`config.mk`:
```
export PLATFORM = sky130hd
export DESIGN_NAME = card_dealer
export DESIGN_NICKNAME = d
export VERILOG_FILES = /design/src/rtl/card_dealer.sv
export SDC_FILE = /design/constraint.sdc
export NUM_CORES = 1
export LEC_CHECK = 0
export BUFFER_PORTS_ARGS = -buffer_cell sky130_fd_sc_hd__buf_4
export CORE_MARGIN = 3
export CORE_UTILIZATION = 60
export DETAILED_ROUTE_END_ITERATION = 10
export PLACE_DENSITY = 0.78
export SKIP_LAST_GASP = 1
export SLEW_MARGIN = 20
export SYNTH_ARGS = -nofsm -noshare
export SYNTH_HDL_FRONTEND = slang
export SYNTH_SLANG_ARGS = --single-unit
```
`constraint.sdc`:
```
create_clock -name clk -period 4.3 [get_ports clk]
set_clock_uncertainty 0.15 [all_clocks]
set_input_delay 0.215 -clock clk [delete_from_list [all_inputs] [get_ports clk]]
set_output_delay 0.215 -clock clk [all_outputs]
set_load 0.005 [all_outputs]
```
`src/rtl/card_dealer.sv`:
```
// rtl/card_dealer.sv - shared card shoe with LFSR draw and round-robin grant arbitration
// Optional feature macro: DEALER_AUTO_SHUFFLE_EN (restock automatically on an empty-shoe request)
module card_dealer #(
  parameter int          NUM_DECKS = 1,
  parameter logic [15:0] LFSR_SEED = 16'hACE1
) (
  input  logic       clk,
  input  logic       rst,
  input  logic       shuffle,
  input  logic       req_player,
  input  logic       req_machine,
  output logic       grant_player,
  output logic       grant_machine,
  output logic       card_valid,
  output logic [4:0] card,
  output logic [3:0] card_rank,
  output logic [8:0] cards_left,
  output logic       deck_empty,
  output logic       busy
);

  localparam logic [4:0] RANK_FULL = 5'(4 * NUM_DECKS);
  localparam logic [8:0] SHOE_FULL = 9'(52 * NUM_DECKS);

  typedef enum logic [1:0] {IDLE, SEARCH, DEAL, RESTOCK} state_t;

  state_t      state;
  logic [15:0] lfsr;
  logic [4:0]  count [13];
  logic [3:0]  rank_idx;    // probe index in SEARCH/DEAL, refill index in RESTOCK
  logic        winner;      // 1 = machine owns the draw in flight
  logic        last_grant;  // 1 = machine was granted most recently

  logic       any_req;
  logic       pick;
  logic [3:0] start_rank;

  assign any_req    = req_player | req_machine;
  // Both requesting: favour whoever was not served last
  assign pick       = (req_player & req_machine) ? ~last_grant : req_machine;
  // Fold 13..15 onto 0..2 so every LFSR nibble names a rank
  assign start_rank = (lfsr[3:0] > 4'd12) ? (lfsr[3:0] - 4'd13) : lfsr[3:0];
  assign deck_empty = (cards_left == 9'd0);

  // Free-running Galois LFSR, x^16+x^14+x^13+x^11+1
  always_ff @(posedge clk or negedge rst) begin
    if (!rst) begin
      lfsr <= LFSR_SEED;
    end else begin
      lfsr <= {1'b0, lfsr[15:1]} ^ (lfsr[0] ? 16'hB400 : 16'h0000);
    end
  end

  // Dealer FSM: arbitration, rank search, deal bookkeeping and restock
  always_ff @(posedge clk or negedge rst) begin
    if (!rst) begin
      state         <= IDLE;
      rank_idx      <= 4'd0;
      winner        <= 1'b0;
      last_grant    <= 1'b1;
      cards_left    <= SHOE_FULL;
      grant_player  <= 1'b0;
      grant_machine <= 1'b0;
      card_valid    <= 1'b0;
      card          <= 5'd0;
      card_rank     <= 4'd0;
      busy          <= 1'b0;
      for (int i = 0; i < 13; i++) count[i] <= RANK_FULL;
    end else begin
      grant_player  <= 1'b0;
      grant_machine <= 1'b0;
      card_valid    <= 1'b0;
      case (state)
        IDLE: begin
          if (shuffle) begin
            state    <= RESTOCK;
            rank_idx <= 4'd0;
            busy     <= 1'b1;
          end else if (any_req && !deck_empty) begin
            winner   <= pick;
            rank_idx <= start_rank;
            state    <= SEARCH;
            busy     <= 1'b1;
          end
`ifdef DEALER_AUTO_SHUFFLE_EN
          else if (any_req) begin
            state    <= RESTOCK;
            rank_idx <= 4'd0;
            busy     <= 1'b1;
          end
`endif
        end
        SEARCH: begin
          if (count[rank_idx] != 5'd0) begin
            state         <= DEAL;
            grant_player  <= ~winner;
            grant_machine <= winner;
            card_valid    <= 1'b1;
            last_grant    <= winner;
            card_rank     <= rank_idx + 4'd1;
            card          <= (rank_idx >= 4'd9) ? 5'd10 : ({1'b0, rank_idx} + 5'd1);
          end else begin
            rank_idx <= (rank_idx == 4'd12) ? 4'd0 : (rank_idx + 4'd1);
          end
        end
        DEAL: begin
          count[rank_idx] <= count[rank_idx] - 5'd1;
          cards_left      <= cards_left - 9'd1;
          state           <= IDLE;
          busy            <= 1'b0;
        end
        RESTOCK: begin
          count[rank_idx] <= RANK_FULL;
          if (rank_idx == 4'd12) begin
            cards_left <= SHOE_FULL;
            state      <= IDLE;
            busy       <= 1'b0;
          end else begin
            rank_idx <= rank_idx + 4'd1;
          end
        end
        default: begin
          state <= IDLE;
          busy  <= 1'b0;
        end
      endcase
    end
  end

endmodule

```
==> qor.yml, run 1 <==
floorplanning:
  die_w_um: 97.4
  die_area_sq_mm: 0.00948
  die_y_um: 97.4
  core_area_sq_mm: 0.00793
  initial_core_util_pct: 63.2
  rows: 32
  ios: 28
drt:
  wl_per_cell_um: 18.3
  firstDrtPassIters: 5
  vias: 3632
  ant_nets: 0
  drcViolationCount: 0
  via_per_inst: 6.07
  drtIter0Drc: 256
  wirelength_mm: 10.9
worst_setup_path:
  cp.arrival_ns: 3.74
  worstPathMaxFanout: 14
  cp-start-kind: "flop"
  worstSetupEndpointType: "flop"
  path_class: "reg2reg"
  critPathRequiredTime_ns: 4.41
  r2r_slack_ns: 0.67
cells_and_area:
  final_cell_mix: "dfrtp_1 (86), nand2_1 (82), o21ai_0 (70), buf_4 (35), dfstp_2 (25)"
  fin_nets: 503
  antennaDiodeCount: 0
  finalInstanceArea_sq_mm: 0.00552
  final_common_cell: "dfrtp_1"
  syn2layout_area_growth_pct: 10.1
  drive_above_1_share_pct: 21.0
global_routing:
  grt_overflow_total: 0
  grt_pass1_vias: 3632
  grt_pass1_wl_mm: 18.6
  grt_util_all_layers_pct: 24.5
  antenna_found_initial: 0
  grt_max_degree: 78
timing:
  setup_viol_count_final: 0
  hold-worst-slack_ns: 0.102
  fmax_mhz: 275
  tns_ns: 0
  period_needed_ns: 3.63
  period_share_pct: 84.5
  maxSlewViolCount: 0
  tightest_slew_ns: 0.982
  rsz0062_at_grt: "no"
  finalHoldViolCount: 0
  max-slew-margin-rel_pct: 34.5
clock_tree:
  insertion_delay_ns: 0.37
  clockBufferDepth: 2
  cts_tree: "done"
  htree_levels: 3
  cts.repair.resized: 0
  cts_root_buf: "clkbuf_8"
  cts.sinks: 111
  clk_pin_slew_ns: 0.10
  cts_buffers: 9
synthesis:
  synth_top_flop_cell: "dfrtp_1"
  synth_edf_count: 0
  ys_types: 52
  yosys_warnings: 0
  ys_seq_elements: 111
  netlist_area_sq_mm: 0.00501
  syn_inst: 468
  synth.yosys.seq_area_share_pct: 56.1
  synth.avg_cell_area_sq_um: 10.7
  async_reset_ff_share_pct: 100
  syn_nets: 480
placement:
  post_dp_cell_area_sq_mm: 0.00526
  io_buffers: 27
  hpwlAfterDp_mm: 7.23
  globalplace.congestion: 0.911
power:
  leakagePower_uw: 0.00245
  vdd_ir_drop_max_mv: 0.365
  powerDensity_mw_per_mm2: 793
worst_hold_path:
  min_path_type: "in2reg"
job:
  drv_cap: 0
status:
  status: "complete, no violations"
-- cell families after synthesis --
kind of cell	count (synthesis)	share of synthesized area, %
AND/OR/NAND/NOR	153	14.4
AO/OA/AOI/OAI	120	14.5
flip-flops	111	56.1
buffers and inverters	40	3.87
multiplexers	27	7.69
XOR/XNOR	10	1.75
adder cells (fa/ha/maj)	7	1.75
-- path summary, 6_finish.rpt --
path                                  start     endpoint  cells after the start
max in group asynchronous               rst    count[42]                      3
worst min-delay path                shuffle  rank_idx[0]                      3
worst max-delay path            rank_idx[1]  rank_idx[1]                     11
min in group asynchronous               rst     count[8]                      2
worst max register to register  rank_idx[1]  rank_idx[1]                     11
worst min register to register      lfsr[7]      lfsr[6]                      0
-- cells in the mapped netlist, types with 3 or more instances --
| cell type | number | share of area [%] |
|---|---|---|
| mux2_2 | 10 | 2.2 |
| dfrtp_1 | 86 | 43 |
| xnor2_1 | 5 | 0.87 |
| nor2b_1 | 6 | 0.75 |
| nor3_1 | 5 | 0.50 |
| nand3_1 | 16 | 1.6 |
| a32oi_1 | 3 | 0.52 |
| buf_6 | 4 | 0.90 |
| dfstp_2 | 25 | 13 |
| and2_1 | 5 | 0.62 |
| mux2i_1 | 7 | 1.4 |
| buf_2 | 5 | 0.50 |
| o21ai_0 | 70 | 7.0 |
| a21oi_1 | 8 | 0.80 |
| nand2b_1 | 5 | 0.62 |
| o211ai_1 | 4 | 0.60 |
| o31ai_1 | 16 | 2.4 |
| nor2_1 | 17 | 1.3 |
| ha_1 | 7 | 1.7 |
| mux4_2 | 7 | 3.1 |
| nand2_1 | 82 | 6.1 |
| inv_1 | 14 | 1.0 |
| a22oi_1 | 3 | 0.45 |
| xor2_1 | 5 | 0.87 |
| and3_1 | 3 | 0.37 |
| buf_1 | 3 | 0.22 |
| clkbuf_1 | 12 | 0.90 |
| mux2_4 | 3 | 0.90 |
-- flip-flops by register name, summed over array words and instances (netlist names), 2 cells and up --
| register | cells |
|---|---|
| count | 65 |
| lfsr | 16 |
| cards_left | 9 |
| card | 5 |
| card_rank | 4 |
| rank_idx | 4 |
| state | 2 |
-- through the flow --
step | worst slack [ns] | power [uW] | cells | utilization [%]
2_1_floorplan | 1.25 | 3010 | 468 | -
3_3_place_gp | 0.897 | 3570 | 579 | 66.3
3_5_place_dp | 0.728 | 3650 | 579 | 66.3
4_1_cts | 0.678 | 4370 | 598 | 69.6
5_1_grt | 0.417 | 4690 | 598 | 69.6
6_report | 0.665 | 4370 | 598 | 69.6
-- layout make-up --
type                            count  area (sq um)
Fill cell                         593          2410
Clock buffer                       10           138
Tap cell                          102           128
Sequential cell                   111          2810
Inverter                           14          52.6
Multi-Input combinational cell    317          2010
Timing Repair Buffer               38           293
Clock inverter                      6          90.1
-- worst max-delay path, stage by stage, from the launching register on --
cell and delay, ns:
dfrtp_1 0.80, buf_4 0.35, mux2_2 0.36, a32oi_1 0.17, o211ai_1 0.15, inv_1 0.12
ha_1 0.15, inv_1 0.06, or3_4 0.40, o21ai_2 0.15, and3_1 0.35, mux2_4 0.33
-- power breakdown --
part | internal, uW | leakage, uW | switching (uW)
clock | 347 | 0.000113 | 350
sequential | 1450 | 0.00140 | 338
combinational | 751 | 0.000931 | 1140
-- routing by layer --
layer	GRT usage (%)	share of wire, %	up-vias
met1	35.6	45	1820
met2	38.5	48	106
met4	7.14	2.1	0
li1	-	-	1684
met5	0	0	-
met3	4.16	5.6	22
-- what timing repair did --
action | in CTS | in global routing
endpoints found under the hold margin | 60 | 0
hold buffers | 3 | 0
setup buffers | 0 | 0
(Power assumes the default switching activity.)
==> inputs of run 2 (changes only) <==
- CORE_UTILIZATION: 60 -> 55
- PLACE_DENSITY: 0.78 -> 0.75
- clock period: 4.3 -> 3.15 ns (I/O delays scaled with it)
==> qor.yml, run 2 (synthesis gave the netlist of run 1 again) <==
clock_tree:
  clk_pin_slew_ns: 0.10  # about the same
  cts_tree: "done"
  cts_buffers: 9  # unchanged
  htree_levels: 3  # unchanged
  cts_root_buf: "clkbuf_8"
  clockBufferDepth: 2  # unchanged
  cts.sinks: 111  # unchanged
  insertion_delay_ns: 0.37  # about the same
worst_setup_path:
  cp.arrival_ns: 3.12  # -0.62 ns
  worstPathMaxFanout: 16  # +2
  path_class: "reg2reg"
  critPathRequiredTime_ns: 3.26  # -1.15 ns
  worstSetupEndpointType: "flop"
  cp-start-kind: "flop"
cells_and_area:
  stdcell_count: 619  # +3.5%
  multi_input_area_sq_mm: 0.00201  # +0.37%
  fin_nets: 518  # +3.0%
  largest_reg_flops: 65  # unchanged
  finalInstanceArea_sq_mm: 0.00567  # +2.8%
  fill_cells: 712  # +20%
  regArea_sq_mm: 0.00281  # about the same
  drive_above_1_share_pct: 23.7  # +2.7 points
  final_cell_mix: "dfrtp_1 (85), nand2_1 (82), o21ai_0 (70), buf_4 (46), dfstp_2 (25)"
  antennaDiodeCount: 0  # unchanged
  top_regs: "count x65, lfsr x16, cards_left x9"
  top_register: "count"
  final_common_cell: "dfrtp_1"
  syn2layout_area_growth_pct: 13.2
drt:
  drtIter0Drc: 292  # +14%
  via_per_inst: 5.76  # -5.2%
  firstDrtPassIters: 5  # unchanged
  ant_nets: 0  # unchanged
  wl_per_cell_um: 17.5  # -4.2%
  vias: 3563  # -1.9%
  wirelength_mm: 10.9  # -0.80%
  drcViolationCount: 0  # unchanged
power:
  leakagePower_uw: 0.00252  # +3.2%
  intPower_uw: 3550  # +39%
  clkPwrFrac_pct: 14.4  # -1.6 points
  powerDensity_mw_per_mm2: 1070  # +35%
  combinationalPowerShare_pct: 46.6  # +3.4 points
  switchingPower_uw: 2510  # +37%
  p_seq_share_pct: 39.0  # -1.8 points
  swShare_pct: 41.5  # -0.33 points
  vdd_ir_drop_max_mv: 0.526  # +44%
timing:
  maxSlewViolCount: 0  # unchanged
  fmax_mhz: 332  # +21%
  period_needed_ns: 3.01  # -0.626 ns
  tightest_slew_ns: 0.706  # -0.275 ns
  setup_ws_ns: 0.141  # -0.524 ns
  setup_viol_count_final: 0  # unchanged
  max-slew-margin-rel_pct: 52.9  # +18 points
  rsz0062_at_grt: "no"
  finalHoldViolCount: 0  # unchanged
  tns_ns: 0  # unchanged
  period_share_pct: 95.5  # +11 points
status:
  status: "complete, no violations"
global_routing:
  grt_pass1_vias: 3507  # -3.4%
  grt_pass1_wl_mm: 17.9  # -3.7%
  grt_overflow_total: 0  # unchanged
  antenna_found_initial: 0  # unchanged
  grt_max_degree: 59  # -24%
  grt_util_all_layers_pct: 22.6  # -2.0 points
floorplanning:
  die_w_um: 101  # +4.2%
  initial_core_util_pct: 56.9  # -6.3 points
  core_area_sq_mm: 0.00881  # +11%
  die_y_um: 101  # +4.2%
  die_area_sq_mm: 0.0103  # +8.5%
  rows: 34  # +6.3%
  ios: 28  # unchanged
placement:
  io_buffers: 27  # unchanged
  dp_slack_ns: 0.0882  # -0.640 ns
  globalplace.congestion: 0.914  # +0.25%
  dp.cells: 598  # +3.3%
  post_dp_cell_area_sq_mm: 0.00539  # +2.5%
  hpwlAfterDp_mm: 7.54  # +4.3%
job:
  drv_cap: 0  # unchanged
worst_hold_path:
  min_path_type: "in2reg"
[run 2: critical path, cell delays in order, from the launching register on]
cell     delay, ns
dfrtp_1       0.44
buf_4         0.25
mux4_2        0.51
nand2_1       0.08
nand3_1       0.10
inv_1         0.08
ha_1          0.14
inv_1         0.05
or3_4         0.39
o21ai_2       0.16
and3_4        0.25
mux2_4        0.30
[run 2: layout make-up]
type	count	area share, %
repair buffers	53	7.97
clock inverters	6	1.37
well taps	108	2.38
multi-input cells	317	35.5
clock buffers	10	2.25
inverters	14	0.927
flip-flops and latches	111	49.6
[run 2: final timing paths]
check                                  from  slack (ns)  cells after the start          end
worst max-delay path            rank_idx[0]        0.14                     11  rank_idx[2]
worst min-delay path                shuffle        0.05                      3  rank_idx[0]
worst max register to register  rank_idx[0]        0.14                     11  rank_idx[2]
worst min register to register      lfsr[6]        0.21                      0      lfsr[5]
max in group asynchronous               rst        1.85                      3      lfsr[7]
min in group asynchronous               rst        0.21                      2    count[18]
[run 2: power by group through the flow]
stage	Sequential [uW]	Combinational, uW	Clock, uW
CTS	2350	2750	894
global route	2420	3130	959
finish	2360	2820	875
floorplan	2230	1880	0
global placement	2360	2660	0
detailed placement	2380	2730	0
[run 2: metal layers]
metal  global-route usage (%)  share of wire (%)  up-vias
met5                        0                  0        -
met2                     33.6                 46       91
met1                     32.6                 47     1738
met4                     7.46                1.6        0
met3                     5.58                5.0       12
li1                         -                  -     1722
[run 2: repair_timing]
action                     CTS  global route
hold buffers                 3             0
buffers inserted             0             1
resized for setup            0             5
setup endpoints to repair    0            15
hold endpoints to repair    42             0
[run 2: metrics by stage]
| stage | hold WS [ns] | utilization (%) | power [uW] |
|---|---|---|---|
| 2_1_floorplan | -0.288 | - | 4110 |
| 3_3_place_gp | 0.0827 | 61.2 | 5020 |
| 3_5_place_dp | 0.0953 | 61.2 | 5100 |
| 4_1_cts | 0.0325 | 63.9 | 5990 |
| 5_1_grt | 0.0407 | 64.4 | 6510 |
| 6_report | 0.0456 | 64.4 | 6060 |
